[config.mk]
export PLATFORM = sky130hd
export DESIGN_NAME = echo_ctrl
export DESIGN_NICKNAME = d
export VERILOG_FILES = /design/src/rtl/echo_ctrl.sv
export SDC_FILE = /design/constraint.sdc
export NUM_CORES = 1
export LEC_CHECK = 0
export BUFFER_PORTS_ARGS = -buffer_cell sky130_fd_sc_hd__buf_2
export CORE_ASPECT_RATIO = 0.8
export CORE_MARGIN = 5
export CORE_UTILIZATION = 50
export DETAILED_ROUTE_END_ITERATION = 8
export PLACE_DENSITY = 0.74
export SETUP_SLACK_MARGIN = 0.15
export SLEW_MARGIN = 10
export SYNTH_ARGS = -nofsm -noshare
export SYNTH_HDL_FRONTEND = slang
export SYNTH_SLANG_ARGS = --single-unit
[constraint.sdc]
create_clock -name clk -period 11.7 [get_ports clk]
set_clock_uncertainty 0.1 [all_clocks]
set_input_delay 2.34 -clock clk [delete_from_list [all_inputs] [get_ports clk]]
set_output_delay 2.34 -clock clk [all_outputs]
set_load 0.1 [all_outputs]
[src/rtl/echo_ctrl.sv]
// echo_ctrl: circular-buffer echo controller driving memory_mod addresses/writes and producing a dry/wet mix
module echo_ctrl #(
  parameter int DEPTH = 29280,
  parameter int AW = 15
) (
  input  logic                 clk,
  input  logic                 rst,
  input  logic signed [15:0]   smp_in,
  input  logic                 smp_valid,
  input  logic [AW-1:0]        delay_len,
  input  logic [7:0]           feedback,
  input  logic [7:0]           mix,
  output logic signed [15:0]   smp_out,
  output logic                 out_valid,
  output logic                 ready,
  output logic                 overrun,
  output logic                 mem_w_en,
  output logic [15:0]          mem_d_in,
  output logic [AW-1:0]        mem_w_addr,
  output logic [AW-1:0]        mem_r_addr,
  input  logic [15:0]          mem_d_out
);
  typedef enum logic [2:0] {CLEAR, IDLE, RD, CALC, WR} state_t;
  localparam logic [AW-1:0] DMAX = AW'(DEPTH - 1);
  localparam logic [AW-1:0] DW = AW'(DEPTH);
  state_t state, state_n;
  logic [AW-1:0] wptr, clr_addr, d;
  logic signed [15:0] smp_q;
  logic [7:0] fb_q, mix_q;
  logic signed [26:0] wet_x, smp_x, fb_x, mix_x, dry_x, fb_sum, mix_sum;
  function automatic logic [15:0] sat16(input logic signed [26:0] v);
    return v > 27'sd32767 ? 16'h7fff : v < -27'sd32768 ? 16'h8000 : v[15:0];
  endfunction
  assign ready = state == IDLE;
  assign d = delay_len == '0 ? AW'(1) : delay_len > DMAX ? DMAX : delay_len;
  assign wet_x = {{11{mem_d_out[15]}}, mem_d_out};
  assign smp_x = {{11{smp_q[15]}}, smp_q};
  assign fb_x = {19'd0, fb_q};
  assign mix_x = {19'd0, mix_q};
  assign dry_x = 27'sd256 - mix_x;
  assign fb_sum = smp_x + ((wet_x * fb_x) >>> 8);
  assign mix_sum = (smp_x * dry_x + wet_x * mix_x) >>> 8;
  always_ff @(posedge clk) state <= rst ? CLEAR : state_n;
  // CLEAR ends once the write of the last address is on the memory port
  always_comb begin
    state_n = state;
    state_n = state == CLEAR ? ((mem_w_en && mem_w_addr == DMAX) ? IDLE : CLEAR) :
              state == IDLE  ? (smp_valid ? RD : IDLE) :
              state == RD    ? CALC :
              state == CALC  ? WR : IDLE;
  end
  always_ff @(posedge clk) begin
    if (rst) begin
      wptr <= '0;
      clr_addr <= '0;
      smp_out <= '0;
      out_valid <= 1'b0;
      overrun <= 1'b0;
      mem_w_en <= 1'b0;
      mem_w_addr <= '0;
      mem_d_in <= '0;
      mem_r_addr <= '0;
      smp_q <= '0;
      fb_q <= '0;
      mix_q <= '0;
    end else begin
      overrun <= smp_valid && state != IDLE;
      out_valid <= state == CALC;
      mem_w_en <= (state == CLEAR && state_n == CLEAR) || state == CALC;
      mem_w_addr <= state == CALC ? wptr : clr_addr;
      mem_d_in <= state == CALC ? sat16(fb_sum) : 16'h0000;
      clr_addr <= state == CLEAR ? clr_addr + 1'b1 : clr_addr;
      if (state == IDLE && smp_valid) begin
        smp_q <= smp_in;
        fb_q <= feedback;
        mix_q <= mix;
        mem_r_addr <= wptr >= d ? wptr - d : wptr + DW - d;
      end
      if (state == CALC) smp_out <= sat16(mix_sum);
      if (state == WR) wptr <= wptr == DMAX ? '0 : wptr + 1'b1;
    end
  end
endmodule

==> results.md, run 1 <==
* Outcome: finished, final reports clean
* CTS Hold Bufs at 0
* Cell count after synthesis at about 2.6k
* H-Tree Level Count at 4
* Net count reported at finish at between 3k and 4k
* Crit. End Element: flip-flop
* Slowest-stage cell, CP: o311ai_2
* Max_cap viols at 0
* Max clock buf depth at 2
* Most common cell after layout, fill and taps aside: inv_1
* GRT Util Overall at 0.2266
* Fillcell total at 4020
* Die width at around 250 um
* Total Wirelength at 53840 um
* Commonest non-fill, non-tap cells in the layout: inv_1, fa_1, nand2_1
* Part of the power in registers at 0.414
* Critical path class: input pin to flip-flop
* Arrival @ worst endpoint at between 9 and 10 ns
* Clock transition at the registers of the reported paths at 0.06 ns
* Total number of vias at around 17k
* Combinational Power Share at 0.085
* DRT iter0 DRCs at 1000
* Worst-margin pin slew at approximately 1.2 ns
* I/O Buffers at around 130
* Synthesized area at between 20000 and 25000 um2
* R2R depth at 26
* Diodes inserted at 0
* Switching power at just over 300 uW
* CTS Sinks at 130
* Clk pwr share at 0.501
* Cts bufs inserted at 17
* Total design power at between 1000 and 1500 uW
* Initial antenna violation count at 0
* I/O Pins at roughly 130
* Final worst path period need at 9.342 ns
* Post-synth top area share at 0.3464
* Storage cell area at ~2600 um2
* Starting density of the core at 0.5031
* Area growth, synth to finish at 7.717%
* DRC viols at 0
* Largest net degree at the start of global routing at 87
* CTS tree: done
* Layout cells sized above 1 at 0.07882
* DPL Wire Length at 43890 um
* PostCTS Resize Cnt at 0
* Seq/Total Area, Yosys at 0.1173
* YS warnings at 0
* Post-route ant nets at 0
* Root Driver: clkbuf_16
* Post-synth EDFFs at 0
* Internal power at approximately 780 uW
* CP max stage delay at roughly 0.71 ns
* Post-CTS Setup Bufs at 0
* Cell accounting for the most synthesized area: fa_1
* Final Cycle Share at 0.7985
* Gpl congestion at 0.8884
* Leakage at between 0.01 and 0.015 uW
* Hold Path Class: flip-flop to flip-flop
* Startpoint types: input pin
* Skew-Pair Late Insertion Delay at ~0.45 ns
* Switching Share at 0.2811
* Final setup viols at 0
* Unique masters post-synth at 74
* Accumulated negative setup slack at 0 ns
* Syn Area/Cell at 8.417 um2
* Headroom to the max-slew limit at 0.1957
* First-pass iteration count of the detailed router at 5
* Die area at roughly 50000 um2
* Die height at 198.4 um
* Max frequency at 107.0 MHz
* Floorplan row count at slightly below 70
* Seq cells post-synth at between 100 and 150
* Critical Path Most Common Cell: a21oi_1
* R2R setup slack at ~3.2 ns
* First-pass GRT wire length at around 90000 um
* Finished Cell Area at about 24000 um2
* RSZ-0062 raised after global routing: no
* Worst Hold Depth at 1
* Max-slew violations at 0
* Mapped Nets at around 3.3k
* Core area at around 44000 um2
* P per Cell Area at roughly 45 nW/um2
* Vias per cell at 5.184
* Vias in the first global route at 18.06k
* Final-report hold violation count at 0
* Max FO, Critical Path at 16
* Top_reg_cell synth: dfxtp_1
* GRT overflow at 0
* Dpl cell area at approximately 23000 um2
* WP data required at 11.88 ns
* Max VDD drop at 0.07746 mV
* Multi-input logic area at between 15000 and 20000 um2
* Post-DR wirelength/cell at about 16 um
* Async S/R FF share, synth at 0
* Top cells by area, synth: fa_1, dfxtp_1, ha_1
synth_stat cells, drive strengths merged, types with 8 or more instances:
cell type / count
inv: 600
fa: 384
nand2: 343
and2: 233
ha: 191
nor2: 140
dfxtp: 130
a21oi: 104
clkbuf: 82
xnor2: 61
o21ai: 47
xor2: 38
a211oi: 36
nor3: 33
nand3: 21
buf: 17
nor2b: 13
and3: 12
nor4: 12
a21o: 11
nand2b: 11
o21a: 11
o21bai: 9
nand4: 8
or3: 8
worst paths after layout:
path	from	end
worst max-delay path	mem_d_out[3]	mem_d_in[12]
worst min-delay path	state[2]	state[1]
worst min register to register	state[2]	state[1]
worst max register to register	mix_q[0]	smp_out[9]
metrics by stage:
| stage | worst slack [ns] | hold WS, ns | util | cells |
|---|---|---|---|---|
| after CTS | 2.418 | 0.3629 | 0.5414 | 3318 |
| final | 2.358 | 0.3653 | 0.5419 | 3318 |
| after global routing | 1.853 | 0.3857 | 0.5419 | 3318 |
| after global placement | 2.224 | 0.3450 | 0.5285 | 3286 |
| after floorplan | 2.884 | 0.3254 | - | 2637 |
| after detailed placement | 1.998 | 0.3479 | 0.5285 | 3286 |
layout make-up:
cell class / count / share of cell area
multi-input cells: 1808 / 0.7097
inverters: 600 / 0.09420
clock buffers: 19 / 0.01853
flip-flops and latches: 130 / 0.1089
clock inverters: 13 / 0.005233
well taps: 603 / 0.03156
repair buffers: 145 / 0.03192
worst max-delay path, delay by kind of cell:
kind,cells,cell delay (ns)
and+or+nand+nor,4,0.38
AOI/OAI and AO/OA,16,3.79
buffers and inverters,4,0.39
adders and majority gates,6,2.43
xor gates and xnor gates,1,0.17
flip-flops by register name (all words and copies together), names as in the netlist, 3 cells and up:
| name | count |
|---|---|
| smp_out | 16 |
| mem_d_in | 16 |
| mem_w_addr | 15 |
| state | 3 |
| smp_q | 16 |
| mix_q | 8 |
| mem_r_addr | 15 |
| fb_q | 8 |
| clr_addr | 15 |
| wptr | 15 |
layer usage:
layer  track usage  part of all wire  routed length, um
met5             0                 0                  0
met4       0.05929             0.023               1259
met3       0.03560             0.052               2826
met2        0.3759              0.48              25780
met1        0.3142              0.45              23970
power by group through the flow:
stage                     combinational, uW  sequential (uW)  clock [uW]
after floorplan                        49.9              463           0
after global placement                 87.7              456           0
after detailed placement               89.8              456           0
after CTS                              90.3              446         551
after global routing                   99.8              446         568
final                                  92.0              446         540
cells by family (layout without fill, tap and decap cells):
| family | Yosys count | in the layout | synth area share |
|---|---|---|---|
| XOR/XNOR | 99 | 99 | 0.03907 |
| AND/OR/NAND/NOR | 859 | 859 | 0.1874 |
| adder cells (fa/ha/maj) | 575 | 575 | 0.4540 |
| multiplexers | 4 | 4 | 0.001860 |
| AO/OA/AOI/OAI | 271 | 271 | 0.08090 |
| flip-flops | 130 | 130 | 0.1173 |
| buffers and inverters | 699 | 777 | 0.1195 |
No activity file was read; power rests on OpenSTA's default activity.
==> run 2: changes to the inputs <==
==> constraint.sdc (replaced) <==
create_clock -name clk -period 9.45 [get_ports clk]
set_clock_uncertainty 0.1 [all_clocks]
set_input_delay 1.89 -clock clk [delete_from_list [all_inputs] [get_ports clk]]
set_output_delay 1.89 -clock clk [all_outputs]
set_load 0.1 [all_outputs]
==> results.md, run 2 (synthesized netlist as in run 1, its figures left out) <==
* Headroom to the max-slew limit at 0.3680 (+0.1723)
* First-pass GRT wire length at 90380 um (+0.61%)
* Hold Path End: mem_r_addr[7]
* P per Cell Area at 57.55 nW/um2 (+28%)
* R2R depth at 25 (-3.8%)
* Finished Cell Area at 23970 um2 (+0.25%)
* Slowest-stage cell, CP: o311ai_2
* Die area at 48730 um2 (unchanged)
* Core area at 44120 um2 (unchanged)
* Most common cell after layout, fill and taps aside: inv_1
* Startpoint types: input pin
* CTS Hold Bufs at 0 (unchanged)
* GRT Util Overall at 0.2272 (+0.0005497)
* Crit path launch: mem_d_out[8]
* Part of the power in registers at 0.401 (-0.013)
* Initial antenna violation count at 0 (unchanged)
* Die width at 245.6 um (unchanged)
* Max_cap viols at 0 (unchanged)
* Arrival @ worst endpoint at 9.10 ns (-0.42 ns)
* Critical path class: input pin to flip-flop
* Area growth, synth to finish at 7.988%
* Max FO, Critical Path at 16 (unchanged)
* Hold Path Origin: mem_r_addr[7]
* Post-CTS Setup Bufs at 0 (unchanged)
* Outcome: finished, final reports clean
* Largest regs: mem_d_in x16, smp_out x16, smp_q x16
* I/O Pins at 132 (unchanged)
* Net count reported at finish at 3346 (+0.090%)
* Crit-path leading delay family: compound AO/OA/AOI/OAI gates
* Switching Share at 0.2753 (-0.005822)
* Tightest hold margin at 0.3576 ns (-0.007672 ns)
* RSZ-0062 raised after global routing: no
* Largest net degree at the start of global routing at 60 (-31%)
* Accumulated negative setup slack at 0 ns (unchanged)
* Max frequency at 112.2 MHz
* Final worst path period need at 8.913 ns
* RR Endpoint: smp_out[6]
* Worst Hold Depth at 2 (+1)
* Total number of vias at 17.34k (+0.81%)
* Commonest non-fill, non-tap cells in the layout: inv_1, fa_1, nand2_1
* R2R setup slack at 1.30 ns (-1.90 ns)
* Dpl cell area at 23340 um2 (about the same)
* Final Cycle Share at 0.9432
* Worst-margin pin slew at 0.9400 ns (-0.2623 ns)
* Crit. End Element: flip-flop
* Cts bufs inserted at 17 (unchanged)
* Gpl congestion at 0.8945 (+0.69%)
* Clock transition at the registers of the reported paths at 0.07 ns (about the same)
* Final setup viols at 0 (unchanged)
* WP data required at 9.64 ns (-2.24 ns)
* H-Tree Level Count at 4 (unchanged)
* Vias in the first global route at 18.19k (+0.74%)
* Reg2reg start: mix_q[4]
* Final-report hold violation count at 0 (unchanged)
* Max-slew violations at 0 (unchanged)
* Switching power at 379.8 uW (+25%)
* Combinational Power Share at 0.082 (-0.003)
* Floorplan row count at 69 (unchanged)
* Vias per cell at 5.220 (+0.69%)
* Buffers and inverters on the worst path at 4 (unchanged)
* PostCTS Resize Cnt at 0 (unchanged)
* CTS tree: done
* First-pass iteration count of the detailed router at 7 (+2)
* CTS Sinks at 130 (unchanged)
* DRC viols at 0 (unchanged)
* Root Driver: clkbuf_16
* Skew-Pair Late Insertion Delay at 0.45 ns (about the same)
* Starting density of the core at 0.5031 (unchanged)
* Hold Path Class: flip-flop to flip-flop
* DRT iter0 DRCs at 1057 (+5.7%)
* GRT overflow at 0 (unchanged)
* Leakage at 0.01209 uW (+0.17%)
* Clk pwr share at 0.518 (+0.017)
* DPL Wire Length at 44220 um (+0.75%)
* Max VDD drop at 0.1076 mV (+39%)
* Internal power at 999.5 uW (+29%)
* Post-DR wirelength/cell at 16.16 um (-0.40%)
* Layout cells sized above 1 at 0.07984 (+0.001017)
* I/O Buffers at 131 (unchanged)
* Critical Path Most Common Cell: fa_1
* Total Wirelength at 53690 um (-0.28%)
* CP max stage delay at 0.74 ns (+0.03 ns)
* Max clock buf depth at 2 (unchanged)
* Die height at 198.4 um (unchanged)
* Post-route ant nets at 0 (unchanged)
run 2: final cells by class:
cell class | instances | area (um2)
diodes | 1 | 2.502
repair buffers | 148 | 785.8
multi-input cells | 1808 | 16960
flip-flops and latches | 130 | 2603
well taps | 603 | 754.5
fillers | 3944 | 20150
clock inverters | 13 | 162.7
inverters | 600 | 2252
clock buffers | 19 | 452.9
run 2: how the worst max path moves through the flow:
stage / endpoint / slack, ns / cells past startpoint
2_1_floorplan: mem_d_in[14] / 1.08 / 31
3_3_place_gp: mem_d_in[2] / 0.41 / 30
3_5_place_dp: mem_d_in[4] / 0.14 / 30
4_1_cts: mem_d_in[4] / 0.59 / 30
5_1_grt: mem_d_in[12] / 0.16 / 30
6_report: mem_d_in[4] / 0.54 / 29
run 2: per-layer routing:
metal	part of all wire	GRT usage	up-vias
li1	-	-	8117
met1	0.44	0.3136	8631
met2	0.48	0.3814	522
met3	0.060	0.03305	70
met4	0.022	0.05763	0
met5	0	0	-
run 2: power by group through the flow:
stage,Sequential (uW),Combinational [uW],Clock (uW)
after floorplan,573,61.8,0
after global placement,565,108,0
after detailed placement,565,111,0
after CTS,553,111,726
after global routing,552,124,752
final,553,113,714
run 2: worst register-to-register path, stage by stage, from the launching register on:
cell and delay, ns:
dfxtp_1 0.60, nor4_1 0.50, nand2_1 0.17, xor2_1 0.17, buf_4 0.26, nand2_1 0.10
fa_1 0.49, fa_1 0.58, fa_1 0.45, fa_1 0.58, inv_1 0.06, fa_1 0.47
inv_1 0.05, fa_1 0.48, inv_1 0.04, ha_1 0.37, a211oi_2 0.33, o21bai_1 0.15
or4_1 0.43, nor3_2 0.26, nor2_1 0.13, o21a_1 0.23, xor2_1 0.16, o31a_1 0.32
nor2_4 0.39, a211oi_1 0.15
run 2: metrics by stage:
stage	util	setup slack, ns	instances	total power (uW)
global route	0.5432	0.1598	3321	1428
global placement	0.5291	0.4099	3289	672.8
detailed placement	0.5291	0.1365	3289	675.6
finish	0.5433	0.5369	3322	1379
CTS	0.5430	0.5896	3321	1390
floorplan	-	1.084	2637	635.1
==> run 3: changes to the inputs <==
--- a/config.mk
+++ b/config.mk
@@ -8,9 +8,9 @@
 export BUFFER_PORTS_ARGS = -buffer_cell sky130_fd_sc_hd__buf_2
 export CORE_ASPECT_RATIO = 0.8
 export CORE_MARGIN = 5
-export CORE_UTILIZATION = 50
+export CORE_UTILIZATION = 51
 export DETAILED_ROUTE_END_ITERATION = 8
-export PLACE_DENSITY = 0.74
+export PLACE_DENSITY = 0.75
 export SETUP_SLACK_MARGIN = 0.15
 export SLEW_MARGIN = 10
 export SYNTH_ARGS = -nofsm -noshare
==> results.md, run 3 (synthesized netlist as in run 1, its figures left out) <==
* Outcome: finished with violations
* Failing checks: DRC
* Layout Cells excl Fill at 3280 (-1.3%)
* Placed cells at 3248 (-1.2%)
* Crit. End Element: flip-flop
* Final worst path period need at 8.750 ns (-0.1635 ns)
* Layout cells sized above 1 at 0.07981 (about the same)
* Dpl cell area at 23300 um2 (-0.17%)
* Die height at 196.6 um (-0.93%)
* First-pass GRT wire length at 90350 um (about the same)
* CTS tree: done
* CP max stage delay at 0.56 ns (-0.18 ns)
* Hold Path Class: flip-flop to flip-flop
* Final core occ at 0.5547 (+0.01140)
* Largest regs: mem_d_in x16, smp_out x16, smp_q x16
* P per Cell Area at 55.79 nW/um2 (-3.1%)
* Net count reported at finish at 3348 (+0.060%)
* CTS Hold Bufs at 0 (unchanged)
* Finished Cell Area at 23880 um2 (-0.37%)
* Die width at 243.2 um (-0.95%)
* CTS Sinks at 130 (unchanged)
* Cts bufs inserted at 17 (unchanged)
* Largest net degree at the start of global routing at 74 (+23%)
* Storage cell area at 2603 um2 (unchanged)
* Arrival @ worst endpoint at 8.96 ns (-0.14 ns)
* Max_cap viols at 0 (unchanged)
* Headroom to the max-slew limit at 0.3120 (-0.05600)
* Post-route ant nets at 0 (unchanged)
* Root Driver: clkbuf_16
* Post-DR wirelength/cell at 16.38 um (+1.3%)
* Vias in the first global route at 18.01k (-0.97%)
* Clock transition at the registers of the reported paths at 0.06 ns (about the same)
* GRT Util Overall at 0.2309 (+0.003722)
* Max frequency at 114.3 MHz (+1.9%)
* Multi-input logic area at 16970 um2 (about the same)
* Max VDD drop at 0.1273 mV (+18%)
* Slowest-stage cell, CP: fa_1
* Accumulated negative setup slack at 0 ns (unchanged)
* DRC viols at 2 (+2)
* DPL Wire Length at 43930 um (-0.67%)
* Critical path class: input pin to flip-flop
* Max FO, Critical Path at 16 (unchanged)
* I/O Pins at 132 (unchanged)
* Crit-path leading delay family: adder cells
* Leakage at 0.01207 uW (-0.14%)
* Final-report hold violation count at 0 (unchanged)
* Max-slew violations at 0 (unchanged)
* GRT overflow at 0 (unchanged)
* I/O Buffers at 131 (unchanged)
* DRT iter0 DRCs at 1141 (+7.9%)
* Gpl congestion at 0.9028 (+0.93%)
* Most common cell after layout, fill and taps aside: inv_1
* Fillcell total at 3853 (-2.3%)
* Core area at 43050 um2 (-2.4%)
* Vias per cell at 5.304 (+1.6%)
* Max clock buf depth at 2 (unchanged)
* Floorplan row count at 68 (-1.4%)
* Total Wirelength at 53720 um (about the same)
* RSZ-0062 raised after global routing: no
* Worst-margin pin slew at 1.023 ns (+0.08329 ns)
* Area growth, synth to finish at 7.593%
* Buffers and inverters on the worst path at 4 (unchanged)
* First-pass iteration count of the detailed router at 9 (+2)
* Total number of vias at 17.40k (+0.33%)
* Commonest non-fill, non-tap cells in the layout: inv_1, fa_1, nand2_1
* Final setup viols at 0 (unchanged)
* Starting density of the core at 0.5155 (+0.01244)
* Initial antenna violation count at 1 (+1)
* Skew-Pair Late Insertion Delay at 0.46 ns (about the same)
* H-Tree Level Count at 4 (unchanged)
* Final Cycle Share at 0.9259 (-0.01730)
* Critical Path Most Common Cell: fa_1
* WP data required at 9.66 ns (+0.02 ns)
* Die area at 47820 um2 (-1.9%)
* Startpoint types: input pin
## run 3: cell types whose count changed in the layout (fill, tap and decap cells not counted), moves of 2 or more
cell,change
buf_4,+2
clkbuf_8,-2
clkinv_2,+2
inv_8,-3
## run 3: layer usage
metal | global-route usage | up-vias | part of all wire
met4 | 0.06723 | 0 | 0.026
met1 | 0.3155 | 8613 | 0.43
met2 | 0.3800 | 564 | 0.48
met3 | 0.04271 | 96 | 0.062
met5 | 0 | - | 0
li1 | - | 8124 | -
## run 3: stage by stage
step                hold slack, ns  total power, uW  worst slack (ns)
global placement            0.3468            674.3            0.4133
floorplan                   0.3254            635.1             1.084
detailed placement          0.3471            676.6            0.1271
finish                      0.3626             1332            0.7004
global route                0.3885             1378            0.2071
CTS                         0.3624             1343            0.5064
## run 3: worst reg2reg max path: cells and delay by family (launching register included)
kind / cells / cell delay [ns]
AO/OA/AOI/OAI: 5 / 1.13
XOR/XNOR: 2 / 0.35
adder cells (fa/ha/maj): 8 / 3.70
buffers and inverters: 5 / 0.56
flip-flops: 1 / 0.65
AND/OR/NAND/NOR: 6 / 1.40
## run 3: where the power goes
group	internal (uW)	switching, uW	leakage, uW	total [uW]
registers	550	2.06	0.00105	552
logic	36.8	78.0	0.0108	115
clock network	365	300	0.000272	665
## run 3: what timing repair did
item	4_1_cts	5_1_grt
resized for setup	0	4
setup buffers	0	0
setup endpoints to repair	0	15
## run 3: layout make-up
class	instances	area share
Clock buffer	18	0.01797
Inverter	600	0.09431
Timing Repair Buffer	150	0.03353
Tap cell	560	0.02934
Clock inverter	13	0.005292
Antenna cell	1	0.0001048
Sequential cell	130	0.1090
Multi-Input combinational cell	1808	0.7105
## run 3: path summary, 6_finish.rpt
check	start	cells past startpoint	end	slack [ns]
worst max-delay path	mem_d_out[8]	29	mem_d_in[12]	0.70
worst min-delay path	mem_r_addr[7]	2	mem_r_addr[7]	0.36
worst max register to register	mix_q[0]	26	smp_out[8]	1.43
worst min register to register	mem_r_addr[7]	2	mem_r_addr[7]	0.36
